**src/rtl/alu_pkg.sv**
```systemverilog
// alu_pkg: shared ALU datapath types and constants.
// Provides the add/subtract mode encoding, the result flag bundle and the saturation pattern helper.
package alu_pkg;

  localparam logic ADD = 1'b0;
  localparam logic SUB = 1'b1;

  typedef struct packed {
    logic c_out;
    logic overflow;
    logic zero;
  } flags_t;

  // Signed max (neg = 0) or signed min (neg = 1) for a w-bit word, right-aligned in 64 bits.
  function automatic logic [63:0] sat_pattern(input int unsigned w, input logic neg);
    logic [63:0] msb;
    msb = 64'd1 << (w - 1);
    return neg ? msb : (msb - 64'd1);
  endfunction

endpackage

```
**src/rtl/addsub_slice.sv**
```systemverilog
// addsub_slice: one C-bit chunk of the skewed carry chain.
// Registers its sum chunk, carry-out and valid bit; everything holds while en is low.
module addsub_slice #(
  parameter int C = 8
) (
  input  logic         clk,
  input  logic         rst,
  input  logic         en,
  input  logic         vld_in,
  input  logic         cy_in,
  input  logic [C-1:0] a,
  input  logic [C-1:0] b,
  output logic [C-1:0] sum_nxt,
  output logic [C-1:0] sum_p,
  output logic         cy_p,
  output logic         vld_p
);

  logic [C:0] tot;

  assign tot     = {1'b0, a} + {1'b0, b} + {{C{1'b0}}, cy_in};
  assign sum_nxt = tot[C-1:0];

  always_ff @(posedge clk) begin
    if (rst) begin
      vld_p <= 1'b0;
      cy_p  <= 1'b0;
      sum_p <= '0;
    end else if (en) begin
      vld_p <= vld_in;
      cy_p  <= tot[C];
      sum_p <= sum_nxt;
    end
  end

endmodule

```
**src/rtl/pipelined_addsub.sv**
```systemverilog
// pipelined_addsub: valid/ready add/subtract with the carry chain split over STAGES slices.
// Define SATURATE_EN to add the per-beat sat input that clamps signed overflow to max/min.
module pipelined_addsub
  import alu_pkg::*;
#(
  parameter int WIDTH  = 16,
  parameter int STAGES = 2
) (
  input  logic             clk,
  input  logic             rst,
  input  logic             in_valid,
  output logic             in_ready,
  input  logic [WIDTH-1:0] a,
  input  logic [WIDTH-1:0] b,
  input  logic             c_in,
  input  logic             sub,
`ifdef SATURATE_EN
  input  logic             sat,
`endif
  output logic             out_valid,
  input  logic             out_ready,
  output logic [WIDTH-1:0] sum,
  output logic             c_out,
  output logic             overflow,
  output logic             zero
);

  localparam int C = WIDTH / STAGES;

  logic             adv;
  logic [WIDTH-1:0] b_eff;
  logic             c0;
  logic [C-1:0]     a_ck   [STAGES];
  logic [C-1:0]     b_ck   [STAGES];
  logic [C-1:0]     s_nxt  [STAGES];
  logic [C-1:0]     s_p    [STAGES];
  logic [C-1:0]     res_ck [STAGES];
  logic             cy_ck  [STAGES];
  logic             vld_ck [STAGES];
  logic             cy_p   [STAGES];
  logic             vld_p  [STAGES];
  logic             zin    [STAGES];
  logic             ovf_nxt, zero_nxt, clamp_nxt;
  logic             ovf_p, zero_p;
  logic [WIDTH-1:0] raw;
  flags_t           flg;

  assign out_valid = vld_p[STAGES-1];
  assign adv       = !out_valid || out_ready;
  assign in_ready  = adv;
  assign b_eff     = (sub == SUB) ? ~b : b;
  assign c0        = (sub == SUB) ? ~c_in : c_in;

  // Stage 0 takes live inputs; slice k uses the carry registered by slice k-1.
  for (genvar k = 0; k < STAGES; k++) begin : g_slice
    if (k == 0) begin : g_head
      assign a_ck[0]   = a[C-1:0];
      assign b_ck[0]   = b_eff[C-1:0];
      assign cy_ck[0]  = c0;
      assign vld_ck[0] = in_valid;
      assign zin[0]    = 1'b1;
    end else begin : g_tail
      assign cy_ck[k]  = cy_p[k-1];
      assign vld_ck[k] = vld_p[k-1];
    end

    addsub_slice #(.C(C)) u_slice (
      .clk     (clk),
      .rst     (rst),
      .en      (adv),
      .vld_in  (vld_ck[k]),
      .cy_in   (cy_ck[k]),
      .a       (a_ck[k]),
      .b       (b_ck[k]),
      .sum_nxt (s_nxt[k]),
      .sum_p   (s_p[k]),
      .cy_p    (cy_p[k]),
      .vld_p   (vld_p[k])
    );
  end

  // Operand chunk k waits k cycles; the lower-chunks-zero bit rides alongside it.
  for (genvar k = 1; k < STAGES; k++) begin : g_skew
    logic [C-1:0] a_dl [k];
    logic [C-1:0] b_dl [k];
    logic         z_r;

    always_ff @(posedge clk) begin
      if (adv) begin
        a_dl[0] <= a[k*C +: C];
        b_dl[0] <= b_eff[k*C +: C];
        for (int i = 1; i < k; i++) begin
          a_dl[i] <= a_dl[i-1];
          b_dl[i] <= b_dl[i-1];
        end
        z_r <= zin[k-1] && (s_nxt[k-1] == '0);
      end
    end

    assign a_ck[k] = a_dl[k-1];
    assign b_ck[k] = b_dl[k-1];
    assign zin[k]  = z_r;
  end

  // Finished lower chunks are delayed until the top slice catches up.
  for (genvar j = 0; j < STAGES - 1; j++) begin : g_lo
    localparam int D = STAGES - 1 - j;
    logic [C-1:0] s_dl [D];

    always_ff @(posedge clk) begin
      if (rst) begin
        for (int i = 0; i < D; i++) s_dl[i] <= '0;
      end else if (adv) begin
        s_dl[0] <= s_p[j];
        for (int i = 1; i < D; i++) s_dl[i] <= s_dl[i-1];
      end
    end

    assign res_ck[j] = s_dl[D-1];
  end

  assign res_ck[STAGES-1] = s_p[STAGES-1];

  always_comb begin
    raw = '0;
    for (int j = 0; j < STAGES; j++) raw[j*C +: C] = res_ck[j];
  end

  assign ovf_nxt = (a_ck[STAGES-1][C-1] == b_ck[STAGES-1][C-1]) &&
                   (s_nxt[STAGES-1][C-1] != a_ck[STAGES-1][C-1]);

`ifdef SATURATE_EN
  logic        sat_f, clamp_p, neg_p;
  logic [63:0] sat_full;

  if (STAGES > 1) begin : g_sat
    logic sat_dl [STAGES-1];
    always_ff @(posedge clk) begin
      if (adv) begin
        sat_dl[0] <= sat;
        for (int i = 1; i < STAGES - 1; i++) sat_dl[i] <= sat_dl[i-1];
      end
    end
    assign sat_f = sat_dl[STAGES-2];
  end else begin : g_sat_direct
    assign sat_f = sat;
  end

  assign clamp_nxt = sat_f && ovf_nxt;
  assign sat_full  = sat_pattern(WIDTH, neg_p);
  assign sum       = clamp_p ? sat_full[WIDTH-1:0] : raw;
`else
  assign clamp_nxt = 1'b0;
  assign sum       = raw;
`endif

  assign zero_nxt = zin[STAGES-1] && (s_nxt[STAGES-1] == '0) && !clamp_nxt;

  // Flags are captured with the final sum chunk.
  always_ff @(posedge clk) begin
    if (rst) begin
      ovf_p  <= 1'b0;
      zero_p <= 1'b0;
`ifdef SATURATE_EN
      clamp_p <= 1'b0;
      neg_p   <= 1'b0;
`endif
    end else if (adv) begin
      ovf_p  <= ovf_nxt;
      zero_p <= zero_nxt;
`ifdef SATURATE_EN
      clamp_p <= clamp_nxt;
      neg_p   <= a_ck[STAGES-1][C-1];
`endif
    end
  end

  assign flg      = {cy_p[STAGES-1], ovf_p, zero_p};
  assign c_out    = flg.c_out;
  assign overflow = flg.overflow;
  assign zero     = flg.zero;

endmodule

```
**config.mk**
```make
export PLATFORM = sky130hd
export DESIGN_NAME = pipelined_addsub
export DESIGN_NICKNAME = d
export VERILOG_FILES = /design/src/rtl/alu_pkg.sv /design/src/rtl/addsub_slice.sv /design/src/rtl/pipelined_addsub.sv
export SDC_FILE = /design/constraint.sdc
export NUM_CORES = 1
export LEC_CHECK = 0
export CELL_PAD_IN_SITES_DETAIL_PLACEMENT = 0
export CELL_PAD_IN_SITES_GLOBAL_PLACEMENT = 1
export CORE_UTILIZATION = 42
export CTS_BUF_LIST = sky130_fd_sc_hd__clkbuf_8
export DETAILED_ROUTE_END_ITERATION = 8
export PLACE_DENSITY = 0.83
export SETUP_SLACK_MARGIN = 0.4
export SYNTH_ARGS = -nofsm -noshare
export SYNTH_HDL_FRONTEND = slang
export SYNTH_SLANG_ARGS = --single-unit
```
**constraint.sdc**
```tcl
create_clock -name clk -period 5.45 [get_ports clk]
set_input_delay 1.09 -clock clk [delete_from_list [all_inputs] [get_ports clk]]
set_output_delay 1.09 -clock clk [all_outputs]
set_load 0.005 [all_outputs]
```
==> metrics.txt, run 1 <==
status=completed; Slew @ Worst Pin=0.8357 ns; ys flop type=edfxtp_1; peak supply drop=between 0.1 and 0.15 mV; vias=1,718; core outline area=0.005473 mm²; most numerous cell in the Yosys netlist=edfxtp_1; Post-layout nets=between 300 and 400; multi-input logic area=0.001129 mm²; total track usage=about 14%; Post-Syn Area per Cell=~11 µm²; Yosys reg bits=47; Pins Over Slew Limit=0; crit path time final=3.540 ns; CP cell instances=clkdlybuf4s50_1 -> buf_4 -> xor2_1 -> ha_1 -> nor2b_4 -> o2111ai_1 -> nand3_1 -> nor2b_1 -> or4_4 -> nor3_2; Final HPWL DP=between 3 and 4 mm; pin count of the biggest net entering global routing=43; Pre-antenna DRT Iters=4; gr ovfl total=0; WP data required=around 5.6 ns; layout cell share with drive strength beyond 1=approximately 6.0%; Setup Crit Path Kind=input port to flop; n_diodes=0; Fin. Hold Viols=0; Post-synth EDFFs=25; ANT nets after route=0; FFs w/ async S/R, synth=0%; fill cell count=509; Starting DRT DRC Count=59; crit-path max FO=15; synthesized area=between 0.002 and 0.0025 mm²; max_cap viols=0; Final TNS setup=0 ns; vias in the first global route=around 1,600; Critical-path top delay cell=clkdlybuf4s50_1; Post-Syn Nets=279; number of cell rows=27; Yosys top cell area share=between 30% and 40%; cell taking the most area after synthesis=edfxtp_1; Synth area leaders=edfxtp_1 32%, dfxtp_1 19%, ha_1 7.4%, xor2_1 7.0%, a21oi_1 4.2%; die area=roughly 0.0060 mm²; Clk Latency, worst-skew pair=0.29 ns; Avg Vias per Cell=around 4.8; Die X=77.24 µm; Final Cycle Share=approximately two thirds; initial antenna violation count=0; LEAKAGE=between 1 and 1.5 nW; Synth warnings=0; RSZ-0062 raised after global routing=false; final wirelength=between 4 and 5 mm; CTS tree=built; H-tree depth=2; Worst Setup Start Kind=input port; area delta synth->final=31.68%; RD Place Congestion=about 0.75; Max transition margin=44.11%; I/O pin cnt=59; Inst Count DP=roughly 350; power density over the cells=289.3 mW/mm²; wire per inst=approximately 11 µm; first-pass GRT wire length=6.831 mm; Seq/Total Area, Yosys=50.11%; r2r setup slk=roughly 3.1 ns; count of hold-fix buffers inserted at cts=0; CTS sink cnt=between 40 and 50; distinct cell type count after synthesis=39; top post-synthesis cells by count=25 x edfxtp_1, 23 x nand2_1, 22 x dfxtp_1; Worst Skew=0.005584 ns; Syn Inst Count=approximately 220; IO Port Bufs=between 50 and 60; critical path's largest stage delay=0.58 ns; post-CTS setup repair buffer count=0; Die Y=77.24 µm; Hold WC Path Type=flop to flop; Setup-failing EPs final=0; TritonCTS Buffers=5; Critical Path Sink Type=flop; CTS clk-pin slew, worst paths=0.08 ns; Root Driver=clkbuf_8; Peak Freq=282.5 MHz; non-filler cells, final=between 300 and 400; register area=approximately 0.0012 mm²; cells resized by post-CTS repair=0; Initial Util=43.44%; buffer depth of the longest clock path=2; # DRC=0; Data arrival, critical path=between 3 and 4 ns
[layout by cell type, fill, tap and decap left out, types with 2 or more instances in the layout]
cell | netlist | routed
buf_4 | 0 | 3
inv_1 | 6 | 6
a21oi_1 | 20 | 20
a211oi_1 | 5 | 5
nor2b_1 | 4 | 4
and2_1 | 8 | 8
clkbuf_8 | 0 | 5
ha_1 | 14 | 14
nor2_1 | 20 | 20
inv_6 | 0 | 2
o21ai_0 | 3 | 3
xnor2_1 | 8 | 8
edfxtp_1 | 25 | 25
nor3_1 | 4 | 4
nand2_1 | 23 | 23
fa_1 | 4 | 4
a21o_1 | 3 | 3
clkdlybuf4s50_1 | 0 | 58
nand3_1 | 2 | 2
xor2_1 | 19 | 19
nand2b_1 | 3 | 3
o21ai_1 | 3 | 3
o21a_1 | 2 | 2
dfxtp_1 | 22 | 22
[cell type report]
cell class / instances / area share (%)
multi-input cells: 161 / 36.05
well taps: 72 / 2.878
flip-flops and latches: 47 / 38.05
inverters: 7 / 0.8393
clock buffers: 5 / 2.198
repair buffers: 61 / 19.26
clock inverters: 3 / 0.7194
[final timing paths]
kind	from	depth (start not counted)	end
worst max-delay path	sub	10	g_skew[1].z_r
worst max register to register	g_skew[1].a_dl[0][0]	8	zero
worst min register to register	g_slice[1].u_slice.sum_p[4]	2	g_slice[1].u_slice.sum_p[4]
worst min-delay path	g_slice[1].u_slice.sum_p[4]	2	g_slice[1].u_slice.sum_p[4]
[metal layers]
layer  up-vias  part of all wire (%)  global-route usage, %
li1        896                     -                      -
met1       773                    50                  19.28
met2        45                    45                  22.92
met3         4                   4.4                  3.095
met4         0                   1.1                  5.094
met5         -                     0                      0
[critical path, delay by kind of cell]
family / cells / cell delay (ns)
AND/OR/NAND/NOR: 5 / 0.99
buffers and inverters: 2 / 0.88
adder cells (fa/ha/maj): 1 / 0.26
AO/OA/AOI/OAI: 1 / 0.25
XOR/XNOR: 1 / 0.21
[state kept, by name (all words and copies together) (netlist names)]
signal,count
g_slice.u_slice.vld_p,2
g_lo.s_dl,8
zero,1
g_skew.z_r,1
g_slice.u_slice.sum_p,16
overflow,1
g_skew.a_dl,8
g_slice.u_slice.cy_p,2
g_skew.b_dl,8
[cell families (layout without fill, tap and decap cells)]
| logic type | after synthesis | after routing | share of synthesized area [%] |
|---|---|---|---|
| xor+xnor | 27 | 27 | 9.948 |
| simple gates | 70 | 70 | 14.26 |
| fa+ha+maj | 18 | 18 | 10.74 |
| buf+inv | 15 | 76 | 2.421 |
| flops | 47 | 47 | 50.11 |
| compound gates | 46 | 46 | 12.53 |
[metrics by stage]
step	util (%)	power (mW)	cell area, µm²	setup WS, ns	hold WS [ns]
detailed placement	55.53	0.7086	3039	1.542	0.4439
CTS	57.20	0.9157	3131	1.852	0.4550
global placement	55.53	0.7059	3039	1.592	0.4372
floorplan	-	0.6035	2377	1.694	0.4273
finish	57.20	0.9056	3131	1.910	0.4512
global route	57.20	0.9661	3131	1.755	0.4829
[power breakdown]
group	total, mW	internal [mW]	switching [mW]
Sequential	0.438	0.420	0.0185
Clock	0.208	0.0927	0.115
Combinational	0.260	0.142	0.118
Total	0.906	0.654	0.252
Note: power is estimated with default switching activity, not from simulation.
==> inputs of run 2 (changes only) <==
- CORE_UTILIZATION: 42 -> 39
- PLACE_DENSITY: 0.83 -> 0.78
- clock period: 5.45 -> 3.56 ns (I/O delays scaled with it)
==> run 2 against run 1 <==
  * Non-clock buffer count grew 1
  * Clock-buffer cell count is the same
  * Final cell count grew 1.1%
  * Sequential share of layout area shrank 0.91 points
  * First-iteration DRC count shrank 31%
  * Clock skew shrank 0.0018 ns
  * Power grew 69%
  * Design area grew 2.4%
==> metrics.txt, run 2 (same netlist as run 1, synthesis figures left out) <==
most common cell after layout, fill and taps aside=clkdlybuf4s50_1 (unchanged); area delta synth->final=34.89% (was 31.68%); CTS clk-pin slew, worst paths=0.09 ns (was 0.08 ns); n_diodes=0 (unchanged); number of flip-flops in the largest register=16 (unchanged); Avg Vias per Cell=4.706 (was 4.826); RSZ-0062 raised after global routing=false (unchanged); peak supply drop=0.1728 mV (was 0.1267 mV); CTS tree=built (unchanged); dpl cell area=0.003050 mm² (was 0.003039 mm²); LEAKAGE=1.297 nW (was 1.259 nW); Worst Skew=0.003755 ns (was 0.005584 ns); core outline area=0.005886 mm² (was 0.005473 mm²); Seq pwr share=43.7% (was 48.4%); WP data required=3.71 ns (was 5.60 ns); most frequent cells in the layout=57 x clkdlybuf4s50_1, 25 x edfxtp_1, 23 x nand2_1 (was 58 x clkdlybuf4s50_1, 25 x edfxtp_1, 23 x nand2_1); Starting DRT DRC Count=41 (was 59); post-CTS setup repair buffer count=0 (unchanged); Root Driver=clkbuf_8 (unchanged); Post-layout nets=340 (was 339); Data arrival, critical path=3.07 ns (was 3.69 ns); crit path time final=~2.9 ns; CTS sink cnt=47 (unchanged); I/O pin cnt=59 (unchanged); Final HPWL DP=3.460 mm (was 3.214 mm); Setup-failing EPs final=0 (unchanged); status=completed (unchanged); Fin. Hold Viols=0 (unchanged); Slew @ Worst Pin=0.4738 ns (was 0.8357 ns); layout cell share with drive strength beyond 1=6.667% (was 5.986%); Pre-antenna DRT Iters=4 (unchanged); Die X=80.08 µm (was 77.24 µm); Biggest register=g_slice.u_slice.sum_p (unchanged); pin count of the biggest net entering global routing=43 (unchanged); Final TNS setup=0 ns (unchanged); Clk Latency, worst-skew pair=0.29 ns (about the same); Internal Power=1.141 mW (was 0.6539 mW); final wirelength=4.473 mm (was 4.032 mm); count of hold-fix buffers inserted at cts=0 (unchanged); Setup Crit Path Kind=input port to flop (unchanged); IO Port Bufs=58 (unchanged); Final Cycle Share=between 80% and 90%; max_cap viols=0 (unchanged); total track usage=15.14% (was 14.42%); part of the power in combinational logic=26.8% (was 28.7%); H-tree depth=2 (unchanged); Die Y=80.08 µm (was 77.24 µm); Peak Freq=343.2 MHz; Critical Path Sink Type=flop (unchanged); initial antenna violation count=0 (unchanged); vias=1,694 (was 1,718); Initial Util=40.39% (was 43.44%); RD Place Congestion=0.7850 (was 0.7453); first-pass GRT wire length=7.493 mm (was 6.831 mm); buffer depth of the longest clock path=2 (unchanged); Pins Over Slew Limit=0 (unchanged); die area=0.006412 mm² (was 0.005965 mm²); # DRC=0 (unchanged); gr ovfl total=0 (unchanged); post-layout util=54.49% (was 57.20%); clock group share of total power=29.5% (was 23.0%); Max transition margin=68.30% (was 44.11%); cells resized by post-CTS repair=0 (unchanged); Switching Share=25.65% (was 27.79%); vias in the first global route=1,581 (was 1,565); ANT nets after route=0 (unchanged); number of cell rows=28 (was 27); crit-path max FO=2 (was 15); switching pwr=0.3937 mW (was 0.2517 mW); wire per inst=12.43 µm (was 11.33 µm); power density over the cells=478.7 mW/mm² (was 289.3 mW/mm²); TritonCTS Buffers=5 (unchanged); Hold WC Path Type=flop to flop (unchanged); fin area=0.003207 mm² (was 0.003131 mm²); Worst Setup Start Kind=input port (unchanged)
-- run 2: power by group through the flow --
stage          sequential (mW)  combinational [mW]  clock, mW
5_1_grt                  0.680               0.458      0.483
2_1_floorplan            0.683               0.242          0
3_5_place_dp             0.685               0.408          0
6_report                 0.671               0.412      0.452
3_3_place_gp             0.684               0.400          0
4_1_cts                  0.672               0.410      0.461
-- run 2: area by class of cell --
class	count	area (µm²)
Timing Repair Buffer	62	625.6
Clock inverter	3	63.81
Inverter	7	26.28
Fill cell	553	2679
Tap cell	75	93.84
Multi-Input combinational cell	161	1137
Clock buffer	5	68.82
Sequential cell	47	1191
-- run 2: through the flow --
stage | setup WS (ns) | hold slack [ns] | cells | total power, mW
after global placement | 0.1608 | 0.4387 | 352 | 1.084
after floorplan | 0.4236 | 0.4273 | 223 | 0.9245
after detailed placement | 0.1012 | 0.4448 | 352 | 1.093
after CTS | 0.4090 | 0.4549 | 360 | 1.543
after global routing | 0.5513 | 0.4787 | 360 | 1.622
final | 0.6463 | 0.4513 | 360 | 1.535
-- run 2: critical path, stage by stage --
cell and delay (ns):
clkdlybuf4s50_1 0.42, xnor2_1 0.16, fa_2 0.41, fa_1 0.43
xor2_1 0.19, nand3_1 0.11, or4_4 0.54, nor3_2 0.10
-- run 2: worst paths after layout --
kind | startpoint | end | slack (ns) | depth (start not counted)
worst max-delay path | b[0] | g_skew[1].z_r | 0.65 | 8
worst min register to register | g_slice[0].u_slice.sum_p[3] | g_slice[0].u_slice.sum_p[3] | 0.45 | 2
worst min-delay path | g_slice[0].u_slice.sum_p[3] | g_slice[0].u_slice.sum_p[3] | 0.45 | 2
worst max register to register | g_skew[1].a_dl[0][0] | zero | 1.08 | 8
-- run 2: metal layers --
| layer | wire [µm] | global-route usage [%] | vias to the layer above |
|---|---|---|---|
| met5 | 0 | 0 | - |
| met1 | 2263 | 21.72 | 750 |
| li1 | - | - | 897 |
| met3 | 178 | 3.182 | 2 |
| met4 | 33 | 4.821 | 0 |
| met2 | 1998 | 22.65 | 45 |
